==> src/rtl/mem_pkg.sv <==
// Shared op encodings, FSM states and lane helpers for the MEM-stage access unit.
// Internal op = {is_store, 3-bit MEM_READ/MEM_WRITE code}.
package mem_pkg;

   localparam logic [3:0] OP_NONE = 4'h0;
   localparam logic [3:0] OP_LB   = 4'h1;
   localparam logic [3:0] OP_LH   = 4'h2;
   localparam logic [3:0] OP_LW   = 4'h3;
   localparam logic [3:0] OP_LBU  = 4'h4;
   localparam logic [3:0] OP_LHU  = 4'h5;
   localparam logic [3:0] OP_SB   = 4'h9;
   localparam logic [3:0] OP_SH   = 4'hA;
   localparam logic [3:0] OP_SW   = 4'hB;

   typedef enum logic [1:0] {
      ST_IDLE   = 2'd0,
      ST_ACCESS = 2'd1,
      ST_DONE   = 2'd2
   } state_t;

   function automatic logic [7:0] byte_lane(input logic [31:0] word, input logic [1:0] a);
      logic [7:0] r;
      case (a)
         2'd0:    r = word[7:0];
         2'd1:    r = word[15:8];
         2'd2:    r = word[23:16];
         default: r = word[31:24];
      endcase
      return r;
   endfunction

   function automatic logic [15:0] half_lane(input logic [31:0] word, input logic a1);
      return a1 ? word[31:16] : word[15:0];
   endfunction

endpackage

==> src/rtl/load_store_align.sv <==
// Combinational lane logic: store byte enables/replication, load extraction and
// extension, and the alignment check for the presented op.
module load_store_align
   import mem_pkg::*;
(
   input  logic [3:0]  op_i,
   input  logic [1:0]  addr_lo_i,
   input  logic [31:0] wdata_i,
   input  logic [31:0] rdata_i,
   output logic [3:0]  byteen_o,
   output logic [31:0] store_data_o,
   output logic [31:0] load_data_o,
   output logic        misaligned_o
);

   logic [7:0]  rbyte;
   logic [15:0] rhalf;

   assign rbyte = byte_lane(rdata_i, addr_lo_i);
   assign rhalf = half_lane(rdata_i, addr_lo_i[1]);

   always_comb begin
      byteen_o     = 4'b0000;
      store_data_o = 32'h0;
      load_data_o  = 32'h0;
      misaligned_o = 1'b0;
      case (op_i)
         OP_LB: begin
            byteen_o    = 4'b1111;
            load_data_o = {{24{rbyte[7]}}, rbyte};
         end
         OP_LBU: begin
            byteen_o    = 4'b1111;
            load_data_o = {24'h0, rbyte};
         end
         OP_LH: begin
            byteen_o     = 4'b1111;
            load_data_o  = {{16{rhalf[15]}}, rhalf};
            misaligned_o = addr_lo_i[0];
         end
         OP_LHU: begin
            byteen_o     = 4'b1111;
            load_data_o  = {16'h0, rhalf};
            misaligned_o = addr_lo_i[0];
         end
         OP_LW: begin
            byteen_o     = 4'b1111;
            load_data_o  = rdata_i;
            misaligned_o = |addr_lo_i;
         end
         OP_SB: begin
            byteen_o     = 4'b0001 << addr_lo_i;
            store_data_o = {4{wdata_i[7:0]}};
         end
         OP_SH: begin
            byteen_o     = addr_lo_i[1] ? 4'b1100 : 4'b0011;
            store_data_o = {2{wdata_i[15:0]}};
            misaligned_o = addr_lo_i[0];
         end
         OP_SW: begin
            byteen_o     = 4'b1111;
            store_data_o = wdata_i;
            misaligned_o = |addr_lo_i;
         end
         default: ;
      endcase
   end

endmodule

==> src/rtl/mem_access_unit.sv <==
// MEM-stage data-memory controller: request/ack transaction with the data memory,
// load formatting, and BUSY_WAIT to freeze the pipeline until the access completes.
module mem_access_unit
   import mem_pkg::*;
#(
   parameter int ADDR_W  = 32,
   parameter int TIMEOUT = 16
)(
   input  logic              CLK,
   input  logic              reset,
   input  logic [2:0]        MEM_READ,
   input  logic [2:0]        MEM_WRITE,
   input  logic [ADDR_W-1:0] ADDRESS,
   input  logic [31:0]       WRITE_DATA,
   input  logic [31:0]       DMEM_READDATA,
   input  logic              DMEM_ACK,
   output logic              DMEM_READ,
   output logic              DMEM_WRITE,
   output logic [ADDR_W-1:0] DMEM_ADDR,
   output logic [3:0]        DMEM_BYTEEN,
   output logic [31:0]       DMEM_WRITEDATA,
   output logic [31:0]       LOAD_DATA,
   output logic              BUSY_WAIT,
   output logic              MISALIGNED,
   output logic              BUS_ERROR
);

   localparam int CNT_W = (TIMEOUT > 1) ? $clog2(TIMEOUT + 1) : 1;
   localparam logic [CNT_W-1:0] CNT_LAST = CNT_W'((TIMEOUT > 0) ? TIMEOUT - 1 : 0);

   state_t            state_q;
   logic [3:0]        op_q;
   logic [1:0]        a_q;
   logic [CNT_W-1:0]  cnt_q;
   logic              rd_q, wr_q, berr_q;
   logic [ADDR_W-1:0] addr_q;
   logic [3:0]        be_q;
   logic [31:0]       wd_q, ld_q;

   logic              rd_valid, wr_valid, in_idle, start, timeout_hit;
   logic [3:0]        cur_op, al_op;
   logic [1:0]        al_a;
   logic [3:0]        al_be;
   logic [31:0]       al_store, al_load;
   logic              al_mis;

   assign rd_valid = (MEM_READ != 3'd0) && (MEM_READ <= 3'd5);
   assign wr_valid = (MEM_WRITE != 3'd0) && !MEM_WRITE[2];

   // A simultaneous load and store resolves to the load; the store is dropped.
   always_comb begin
      cur_op = OP_NONE;
      if (rd_valid)      cur_op = {1'b0, MEM_READ};
      else if (wr_valid) cur_op = {1'b1, MEM_WRITE};
   end

   // In IDLE the aligner sees the incoming op; afterwards it formats against the latched op.
   assign in_idle = (state_q == ST_IDLE);
   assign al_op   = in_idle ? cur_op : op_q;
   assign al_a    = in_idle ? ADDRESS[1:0] : a_q;

   load_store_align u_align (
      .op_i         (al_op),
      .addr_lo_i    (al_a),
      .wdata_i      (WRITE_DATA),
      .rdata_i      (DMEM_READDATA),
      .byteen_o     (al_be),
      .store_data_o (al_store),
      .load_data_o  (al_load),
      .misaligned_o (al_mis)
   );

   assign start       = in_idle && (cur_op != OP_NONE) && !al_mis;
   assign BUSY_WAIT   = !reset && (start || (state_q == ST_ACCESS));
   assign MISALIGNED  = !reset && in_idle && (cur_op != OP_NONE) && al_mis;
   assign timeout_hit = (TIMEOUT > 0) && (cnt_q == CNT_LAST);

   // Handshake: DMEM_READ/DMEM_WRITE (with addr, lanes, data) are held stable from the
   // first ACCESS cycle until the edge on which DMEM_ACK is sampled high; ACK outside
   // ACCESS has no effect.
   always_ff @(posedge CLK) begin
      if (reset) begin
         state_q <= ST_IDLE;
         op_q    <= OP_NONE;
         a_q     <= 2'd0;
         cnt_q   <= '0;
         rd_q    <= 1'b0;
         wr_q    <= 1'b0;
         berr_q  <= 1'b0;
         addr_q  <= '0;
         be_q    <= 4'd0;
         wd_q    <= 32'h0;
         ld_q    <= 32'h0;
      end else begin
         berr_q <= 1'b0;
         case (state_q)
            ST_IDLE: begin
               if (start) begin
                  state_q <= ST_ACCESS;
                  op_q    <= cur_op;
                  a_q     <= ADDRESS[1:0];
                  rd_q    <= !cur_op[3];
                  wr_q    <= cur_op[3];
                  addr_q  <= {ADDRESS[ADDR_W-1:2], 2'b00};
                  be_q    <= al_be;
                  wd_q    <= al_store;
                  cnt_q   <= '0;
               end
            end
            ST_ACCESS: begin
               if (DMEM_ACK) begin
                  rd_q    <= 1'b0;
                  wr_q    <= 1'b0;
                  cnt_q   <= '0;
                  state_q <= ST_DONE;
                  if (!op_q[3]) ld_q <= al_load;
               end else if (timeout_hit) begin
                  rd_q    <= 1'b0;
                  wr_q    <= 1'b0;
                  cnt_q   <= '0;
                  ld_q    <= 32'h0;
                  berr_q  <= 1'b1;
                  state_q <= ST_DONE;
               end else begin
                  cnt_q <= cnt_q + CNT_W'(1);
               end
            end
            ST_DONE: state_q <= ST_IDLE;
            default: state_q <= ST_IDLE;
         endcase
      end
   end

   assign DMEM_READ      = rd_q;
   assign DMEM_WRITE     = wr_q;
   assign DMEM_ADDR      = addr_q;
   assign DMEM_BYTEEN    = be_q;
   assign DMEM_WRITEDATA = wd_q;
   assign LOAD_DATA      = ld_q;
   assign BUS_ERROR      = berr_q;

endmodule

==> config.mk <==
export PLATFORM = sky130hd
export DESIGN_NAME = mem_access_unit
export DESIGN_NICKNAME = d
export VERILOG_FILES = /design/src/rtl/mem_pkg.sv /design/src/rtl/load_store_align.sv /design/src/rtl/mem_access_unit.sv
export SDC_FILE = /design/constraint.sdc
export NUM_CORES = 1
export LEC_CHECK = 0
export ABC_AREA = 1
export BUFFER_PORTS_ARGS = -buffer_cell sky130_fd_sc_hd__buf_2
export CAP_MARGIN = 20
export CELL_PAD_IN_SITES_DETAIL_PLACEMENT = 1
export CELL_PAD_IN_SITES_GLOBAL_PLACEMENT = 1
export CORE_MARGIN = 2
export CORE_UTILIZATION = 31
export CTS_BUF_LIST = sky130_fd_sc_hd__clkbuf_4 sky130_fd_sc_hd__clkbuf_8
export CTS_CLUSTER_SIZE = 10
export DETAILED_ROUTE_END_ITERATION = 8
export HOLD_SLACK_MARGIN = 0.15
export PLACE_DENSITY_LB_ADDON = 0.1
export REMOVE_ABC_BUFFERS = 1
export SYNTH_ARGS = -nofsm -noshare
export SYNTH_HDL_FRONTEND = slang
export SYNTH_SLANG_ARGS = --single-unit
==> constraint.sdc <==
create_clock -name CLK -period 2.07 [get_ports CLK]
set_clock_uncertainty 0.15 [all_clocks]
set_input_delay 0 -clock CLK [delete_from_list [all_inputs] [get_ports CLK]]
set_output_delay 0 -clock CLK [all_outputs]
set_load 0.005 [all_outputs]
* Word level (Yosys, flattened, before mapping)
Index checks and enable logic that the tools add are counted.
Word-level totals: register bits 114
Operators by class: $add $sub $neg 1, $lt $le $gt $ge 1, equal/unequal tests 15, shift-type cells 1, multiplexer cells 29, bitwise logic cells 1, reductions and logical operators 30
Operators by type and width (number):
- 32-bit one-hot mux with 5 select lines | 1
- 32-bit 2-to-1 mux | 3
- 32-bit one-hot mux with 3 select lines | 1
- 8-bit one-hot mux with 3 select lines | 1
- 16-bit 2-to-1 mux | 1
- 4-bit 2-to-1 mux | 4
- 5-bit 2-to-1 mux | 3
- 4-bit equality test (second input constant) | 3
- 4-bit one-hot mux with 3 select lines | 1
- 5-bit one-hot mux with 2 select lines | 1
- 4-bit by 2-bit equality test with 1-bit output (second input constant) | 2
- 4-bit by 3-bit equality test with 1-bit output (second input constant) | 2
- 1-bit logical AND | 8
- 2-bit 2-to-1 mux | 4
- 1-bit one-hot mux with 2 select lines | 3
- 2-bit AND reduction | 3
- 3-bit AND reduction | 2
- 3-bit nonzero test | 2
- 3-bit OR reduction | 2
- 6-bit OR reduction | 1
- 5-bit by 1-bit adder with 5-bit output (second input constant) | 1
- 5-bit by 4-bit equality test with 1-bit output (second input constant) | 1
- 1-bit 2-to-1 mux | 5
- 2-bit by 1-bit equality test with 1-bit output (second input constant) | 2
- other kinds (15) | 21

* Longest topological paths before layout
Gate-level depths: netlist of run 1.
depth in word-level cells 12, mapped depth 16, mapped depth without buffers 15

* Cells and area by module
A second synthesis of run 1 with hierarchy kept.
Unflattened totals: cells, all modules 880, area total of the unflattened synthesis 5740.5 µm²
By module, submodules not included:
- mem_access_unit | times used 1, cells each 555, area an instance 4266.6 µm², sequential area each 2282.2 µm²
- load_store_align | times used 1, cells each 325, area an instance 1473.9 µm², sequential area each 0.0 µm²

* Worst setup path before layout of run 1
No wires, ideal clock.
kind register to register, start reg state_q[1], end reg addr_q[10] (netlist: DMEM_ADDR[10]), library setup time 0.132 ns, data arrival time 1.729 ns, data required time 1.788 ns, path slack 0.059 ns, stages on the path, launching flop included 16, path buffers 3, cell sequence dfxtp_1 nor2_4 buf_6 nand3_1 nand2_1 nand2_2 inv_4 nand3_4 nand3_1 nand2_1 nand3_2 inv_2 buf_6 buf_6 nand2_1 a21oi_1
On the way: longest elaborated chain between the ends 8, elaborated cells between the ends (all ways) 16, classes of those cells eq/ne: 5; mux: 3; reduce/logical: 8
RTL lines:
- start, declared | RTL line mem_access_unit.sv:31 | state_t state_q;
- start signal, assigned | RTL line mem_access_unit.sv:83 | state_q <= ST_IDLE;
- start signal, assigned | RTL line mem_access_unit.sv:99 | state_q <= ST_ACCESS;
- start signal, assigned | RTL line mem_access_unit.sv:115 | state_q <= ST_DONE;
- 2-bit zero test (*) | RTL line mem_access_unit.sv:58, mem_access_unit.sv:96
- 4-bit 2-to-1 mux | RTL line mem_access_unit.sv:59 | assign al_op = in_idle ? cur_op : op_q;
- 4-bit by 2-bit equality test with 1-bit output (tied with other cells) | RTL line load_store_align.sv:27 | case (op_i)
- 3-bit OR reduction (no line) or 2-bit OR reduction (tied branches)
- 1-bit one-hot mux with 2 select lines | RTL line load_store_align.sv:27
- 1-bit zero test | RTL line mem_access_unit.sv:73 | assign start = in_idle && (cur_op != OP_NONE) && !al_mis;
- 1-bit logical AND | RTL line mem_access_unit.sv:73
- 2-bit AND reduction (no line) (*)
- end signal, assigned | RTL line mem_access_unit.sv:104 | addr_q <= {ADDRESS[ADDR_W-1:2], 2'b00};
- end, declared | RTL line mem_access_unit.sv:36 | logic [ADDR_W-1:0] addr_q;
Every way passes the cells marked *; elsewhere a longest branch is shown, timed or not. A chain may end at the register's enable or synchronous reset.

* Final worst setup path of run 1
start reg state_q[1], end reg addr_q[30] (netlist: DMEM_ADDR[30])
Same word-level chain as after synthesis.

==> summary.md, run 1 <==
| Metric | Value |
|---|---|
| Final WL | `23.3 mm` |
| Clock power share | `23.5%` |
| Max Clk Rate | `0.446 GHz` |
| Input/output buffers | `207` |
| IO Count | `210` |
| Pin count of the biggest net entering global routing | `44` |
| Power Density | `1120 mW/mm^2` |
| Switching share of power | `39.3%` |
| Max_slew headroom | `46.1%` |
| Gate power share | `50.9%` |
| Post-Syn Area | `0.00561 sq mm` |
| Post-synthesis sequential area ratio | `40.7%` |
| Share of cells above drive strength 1 | `37.3%` |
| Critical path class | `reg2reg` |
| Max clock buf depth | `2` |
| Max Used Layer | `met4` |
| Synth warn | `0` |
| Ant diodes | `0` |
| Final cell count without fillers | `1430` |
| Core ar. | `0.0178 sq mm` |
| Starting DRT DRC Count | `274` |
| Clock tree sinks | `114` |
| Final HPWL DP | `14.6 mm` |
| Setup TNS | `-10.37 ns` |
| Area Growth Syn to Fin | `69.9%` |
| Routed vias/inst | `4.84` |
| Worst setup SP type | `flip-flop` |
| Starting Density | `31.4%` |
| Final setup viols | `97` |
| Slew at the pin closest to its max-slew limit | `0.808 ns` |
| Die area | `0.0192 sq mm` |
| Die Width | `138 um` |
| Gr ovfl total | `0` |
| Clock latency on the worst-skew pair | `0.45 ns` |
| CTS H-tree lvls | `4` |
| Critical Path Sink Type | `flip-flop` |
| Site row count | `49` |
| Reg area | `0.00228 sq mm` |
| Fin crit period | `2.24 ns` |
| Asr flop ratio synth | `0%` |
| #FFs+latches synth | `114` |
| Fin crit share | `108%` |
| Violated checks | `setup timing` |
| PnR worst setup slack | `-0.173 ns` |
| Switching power | `4.20 mW` |
| Pins over their slew limit | `0` |
| TritonCTS clock tree | `built` |
| Count of final hold-check violations | `0` |
| Prevailing post-synth register cell | `dfxtp_1` |
| Die height | `138 um` |
| GRT Util Overall | `24.2%` |
| RSZ-0062 raised after global routing | `true` |
| TritonCTS Buffers | `17` |
| Met2 WL post-DR | `11.4 mm` |
| Gpl congestion | `0.803` |
| Pwr Total | `10.7 mW` |
| DRT antenna net count | `0` |
| Number of remaining DRC errors | `0` |
| Initial antenna violation count | `0` |
| Fin util | `53.4%` |
| EDFF count, synth | `0` |
| Fillers | `2245` |
| Required @ worst endpoint | `2.30 ns` |
| Sequential power share | `25.7%` |
| Maximum VDD drop | `0.478 mV` |
| Syn Area/Cell | `6.80 sq um` |
| Clock transition at the registers of the reported paths | `0.09 ns` |
| Type of the worst min-delay path | `in2reg` |
| Critical path data arrival time | `2.48 ns` |
| Placed Cells | `1272` |
| Status | `finished with violations` |
| Worst slack at placement | `-0.226 ns` |
| Leak pwr | `4.37 nW` |
| Number of global-route vias before repair | `7200` |
| Met3 Wirelength | `882 um` |
| Met1 WL | `10.3 mm` |
| Nets | `1295` |
| Max Cap Violations | `0` |
| Synth Instances | `824` |
| First-pass GRT wire length | `37.4 mm` |
| 1st-pass router iterations | `4` |
| DR WL/cell | `16.3 um` |
| Crit path max fanout | `9` |
| Library cells used by synthesis | `34` |
| Cell internal pwr | `6.51 mW` |
| Root Driver | `clkbuf_8` |
| Routed vias | `6915` |
| Footprint of the multi-input gates | `0.00322 sq mm` |
synthesized netlist by cell type, types with 4 or more instances:
cell type,instances,share of area (%)
nand2_1,271,18
a21oi_1,118,11
dfxtp_1,114,41
inv_1,57,3.8
o21ai_0,49,4.4
nand3_1,42,3.7
nor2_1,38,2.5
clkbuf_1,21,1.4
o211ai_1,18,2.4
buf_2,12,1.1
or2_2,12,1.3
buf_6,9,1.8
inv_2,7,0.47
nand2_2,7,0.78
o22ai_1,7,0.78
o21ai_1,5,0.45
o221ai_1,5,0.78
buf_4,4,0.54
nor2_2,4,0.45
o21a_1,4,0.54
registers in the layout, indices dropped and copies added (netlist names):
name,flops
BUS_ERROR,1
DMEM_ADDR,30
DMEM_BYTEEN,4
DMEM_READ,1
DMEM_WRITE,1
DMEM_WRITEDATA,32
LOAD_DATA,32
a_q,2
cnt_q,5
op_q,4
state_q,2
power by group through the flow:
stage | combinational, mW | clock, mW | sequential, mW
final | 5.45 | 2.51 | 2.75
after global routing | 5.96 | 2.65 | 2.79
after CTS | 5.04 | 2.59 | 2.73
after detailed placement | 3.98 | 0 | 2.77
after global placement | 3.97 | 0 | 2.76
after floorplan | 1.98 | 0 | 2.79
kinds of logic (layout without fill, tap and decap cells):
logic type / after synthesis / in the layout / share of synthesized area, %
compound gates: 212 / 212 / 21.0
fa+ha+maj: 1 / 1 / 0.223
buf+inv: 111 / 487 / 9.22
xor+xnor: 1 / 1 / 0.156
other cells: 1 / 2 / 0.0669
simple gates: 384 / 384 / 28.7
flops: 114 / 114 / 40.7
timing repair:
item / CTS / global route
setup buffers: 13 / 4
gates resized for setup: 79 / 82
cloned: 5 / 2
hold buffers: 106 / 0
hold endpoints to repair: 114 / 0
setup endpoints to repair: 113 / 111
pin swaps: 17 / 12
stage by stage:
step / hold WS, ns / instance area [sq um]
after floorplan: -0.119 / 5340
after global placement: 0.102 / 7180
after detailed placement: 0.107 / 7180
after global routing: 0.167 / 9530
after CTS: 0.151 / 9220
final: 0.179 / 9530
worst max-delay path: stages, from the launching register on:
cell,delay [ns]
dfxtp_2,0.34
nor2_4,0.16
buf_12,0.15
nand3_4,0.08
nand2_4,0.11
nor2_2,0.05
nand3_2,0.09
nand3_2,0.08
nand2_2,0.11
nand3_4,0.11
buf_8,0.17
inv_12,0.09
bufbuf_16,0.27
nand2_1,0.08
a21oi_2,0.13
per-layer routing:
layer  up-vias  track usage, %
li1       3424               -
met1      3273            29.9
met2       173            42.1
met3        45            4.43
met4         0            9.29
met5         -               0
worst paths after layout:
kind                       start  slack (ns)  depth (start not counted)              to
setup / recovery      state_q[1]       -0.17                         14   DMEM_ADDR[30]
hold / removal       ADDRESS[31]        0.18                          4   DMEM_ADDR[31]
setup reg to reg      state_q[1]       -0.17                         14   DMEM_ADDR[30]
hold reg to reg   DMEM_BYTEEN[3]        0.31                          2  DMEM_BYTEEN[3]
placed cells by master, fill, tap and decap left out, types with 8 or more instances in the layout:
master,count
o21ai_2,17
buf_2,207
a21oi_2,29
buf_12,10
o21ai_1,9
buf_4,45
nand2_4,9
o21ai_0,28
nand2_1,250
a21oi_1,90
buf_6,14
inv_2,8
clkbuf_8,17
or2_2,12
dfxtp_1,112
nand2_2,20
nand3_1,35
nor2_1,33
o211ai_1,18
dlygate4sd3_1,106
inv_1,54
layout make-up:
class                      count  area share (%)
clock buffer                  17            2.46
clock inverter                14            2.39
inverter                      65            2.74
multi-input combinational    600            33.8
sequential                   114            24.0
tap                          229            3.01
timing repair buffer         391            31.6
Note: power is estimated with default switching activity, not from simulation.
==> inputs of run 2 (changes only) <==
- ABC_AREA: 1 -> unset
- CORE_UTILIZATION: 31 -> 33
==> run 2 against run 1 <==
Against the previous run: the run still ends with setup timing left; final area rose by 10%; critical path depth is 2 lower; utilization up 10 points; largest power group unchanged.
==> summary.md, run 2 <==
| Metric | Value |
|---|---|
| Status | `finished with violations` |
| Violated checks | `setup timing` |
| TritonCTS Buffers | `17 (unchanged)` |
| PnR worst setup slack | `-0.665 ns (-0.492 ns)` |
| Crit-path max cell delay | `0.43 ns (+0.09 ns)` |
| Maximum VDD drop | `0.535 mV (+12%)` |
| Library cells used by synthesis | `68 (+100%)` |
| Leading cell type by number of instances after synthesis | `dfxtp_1` |
| Fin crit period | `2.73 ns (+0.492 ns)` |
| DRT antenna net count | `0 (unchanged)` |
| Gr ovfl total | `0 (unchanged)` |
| Final HPWL DP | `16.3 mm (+12%)` |
| #FFs+latches synth | `114 (unchanged)` |
| Required @ worst endpoint | `2.25 ns (-0.05 ns)` |
| Power Density | `1100 mW/mm^2 (-2.0%)` |
| Pins over their slew limit | `0 (unchanged)` |
| Core ar. | `0.0165 sq mm (-7.4%)` |
| Synth Instances | `640 (-22%)` |
| Slowest CP cell | `o32a_4` |
| Crit path from | `state_q[1]` |
| Post-DP Area | `0.00754 sq mm (+5.0%)` |
| Leak pwr | `4.39 nW (+0.41%)` |
| Ant diodes | `0 (unchanged)` |
| Commonest cells after routing, fill and taps aside | `buf_2, dfxtp_1, dlygate4sd3_1` |
| Area Growth Syn to Fin | `89.8%` |
| Number of remaining DRC errors | `0 (unchanged)` |
| CP Cell Sequence | `nor2_4 > buf_6 > o2111a_2 > nand2b_4 > a211oi_4 > buf_4 > o32a_4 > buf_12 > buf_12 > buf_8 > o21ai_4 > a21oi_1` |
| First-pass GRT wire length | `44.6 mm (+19%)` |
| Synth area leaders | `dfxtp_1, a21oi_1, o21ai_0` |
| Clock latency on the worst-skew pair | `0.46 ns (about the same)` |
| Die height | `134 um (-3.5%)` |
| Nets | `1163 (-10%)` |
| Root Driver | `clkbuf_8` |
| Worst slack at placement | `-0.646 ns (-0.420 ns)` |
| Worst setup SP type | `flip-flop` |
| Number of global-route vias before repair | `8047 (+12%)` |
| 1st-pass router iterations | `7 (+3)` |
| Critical path class | `reg2reg` |
| Top cell type's share of synthesized area | `41.2% (+0.47 points)` |
| Worst r2r src | `state_q[1]` |
| IO Count | `210 (unchanged)` |
| Final Cell Area | `0.0105 sq mm (+10%)` |
| Crit path max fanout | `7 (-2)` |
| RSZ-0062 raised after global routing | `true` |
| Start point of the worst hold path | `ADDRESS[24]` |
| Critical Path Sink Type | `flip-flop` |
| Initial antenna violation count | `0 (unchanged)` |
| Routed vias | `7461 (+7.9%)` |
| Site row count | `47 (-4.1%)` |
| Type of the worst min-delay path | `in2reg` |
| DR WL/cell | `23.5 um (+44%)` |
| CP delay by family, top | `compound AO/OA/AOI/OAI gates` |
| Post-synthesis sequential area ratio | `41.2% (+0.47 points)` |
| CTS H-tree lvls | `4 (unchanged)` |
| Max Clk Rate | `0.366 GHz (-18%)` |
| Pwr Total | `11.6 mW (+8.2%)` |
| Pin count of the biggest net entering global routing | `82 (+86%)` |
| GRT Util Overall | `32.0% (+7.8 points)` |
| Fin util | `63.7% (+10 points)` |
| Starting Density | `33.5% (+2.1 points)` |
| Clock tree sinks | `114 (unchanged)` |
| Max clock buf depth | `2 (unchanged)` |
| CP most frequent cell | `buf_12` |
| Die Width | `134 um (-3.5%)` |
| TritonCTS clock tree | `built` |
| EDFF count, synth | `0 (unchanged)` |
| Fin crit share | `132% (+24 points)` |
| Critical path data arrival time | `2.91 ns (+0.43 ns)` |
| Prevailing post-synth register cell | `dfxtp_1` |
| Starting DRT DRC Count | `422 (+54%)` |
| Asr flop ratio synth | `0% (unchanged)` |
| Clock transition at the registers of the reported paths | `0.08 ns (about the same)` |
| Synth warn | `0 (unchanged)` |
| Count of final hold-check violations | `0 (unchanged)` |
| Input/output buffers | `207 (unchanged)` |
| Most area-hungry cell type in the Yosys netlist | `dfxtp_1` |
| Top cells by count, synth | `dfxtp_1, a21oi_1, o21ai_0, nand3_1, nand2_1` |
| Post-Syn Area | `0.00554 sq mm (-1.1%)` |
| Final WL | `30.3 mm (+30%)` |
| Syn Area/Cell | `8.66 sq um (+27%)` |
| Gpl congestion | `0.838 (+4.2%)` |
| CP bufs+invs | `5 (+1)` |
| Final setup viols | `114 (+18%)` |
| Share of cells above drive strength 1 | `49.7% (+12 points)` |
| Routed vias/inst | `5.78 (+20%)` |
| Max Cap Violations | `0 (unchanged)` |
| Die area | `0.0178 sq mm (-6.9%)` |
| Commonest non-fill, non-tap cell in the layout | `buf_2` |
run 2: changes by cell type after synthesis, moves of 10 or more:
cell	delta
nand2_1	-226
inv_1	-47
o21ai_1	+26
nor2_1	-25
a21oi_1	-22
a211oi_1	+21
o211ai_1	-17
clkbuf_1	+13
a22o_1	+12
a2111oi_2	+11
nor3_1	+11
or2_2	-10
run 2: layout make-up:
cell class	count	area [sq um]
clock buffers	22	284
clock inverters	10	156
fillers	1832	6010
inverters	10	37.5
multi-input cells	458	3740
flip-flops and latches	114	2290
well taps	220	275
repair buffers	456	3730
run 2: worst reg2reg max path: cells and delay by family (launching register included):
kind / cells / cell delay (ns)
AO/OA/AOI/OAI: 5 / 0.97
buffers and inverters: 5 / 0.76
AND/OR/NAND/NOR: 2 / 0.35
flip-flops: 1 / 0.37
run 2: timing repair:
item	in CTS	in global routing
gates resized for setup	164	96
hold buffers	102	0
pin swaps	73	52
buffers inserted	43	13
endpoints found under the hold margin	114	0
gates cloned	11	1
setup endpoints to repair	114	114
run 2: stage by stage:
step	std cells	TNS (ns)	hold slack [ns]
detailed placement	1100	-55.39	0.117
floorplan	582	-184.83	-0.122
global route	1290	-67.28	0.209
CTS	1285	-45.61	0.187
finish	1290	-57.88	0.193
global placement	1100	-41.95	0.103
run 2: final timing paths:
| path | endpoint | cells after the start | slack [ns] |
|---|---|---|---|
| max | DMEM_WRITEDATA[6] | 12 | -0.66 |
| min | DMEM_ADDR[24] | 4 | 0.19 |
| max reg2reg | DMEM_WRITEDATA[6] | 12 | -0.66 |
| min reg2reg | LOAD_DATA[3] | 2 | 0.30 |
run 2: cell families after synthesis:
| family | synth area share (%) |
|---|---|
| multiplexers | 3.48 |
| XOR/XNOR | 0.158 |
| AND/OR/NAND/NOR | 14.9 |
| flip-flops | 41.2 |
| adder cells (fa/ha/maj) | 0.226 |
| other | 0.0677 |
| buffers and inverters | 5.78 |
| AO/OA/AOI/OAI | 34.3 |
run 2: layer usage:
layer / share of wire, % / vias up / global-route usage [%] / wire [um]
met2: 52 / 380 / 58.6 / 15900
met4: 4.7 / 0 / 16.7 / 1420
met5: 0 / - / 0 / 0
met3: 5.7 / 110 / 6.16 / 1730
met1: 37 / 3692 / 35.1 / 11300
li1: - / 3279 / - / -
run 2: where the power goes:
| group | switching, mW | internal [mW] |
|---|---|---|
| combinational | 3.28 | 3.04 |
| clock | 0.993 | 1.41 |
| sequential | 0.283 | 2.57 |
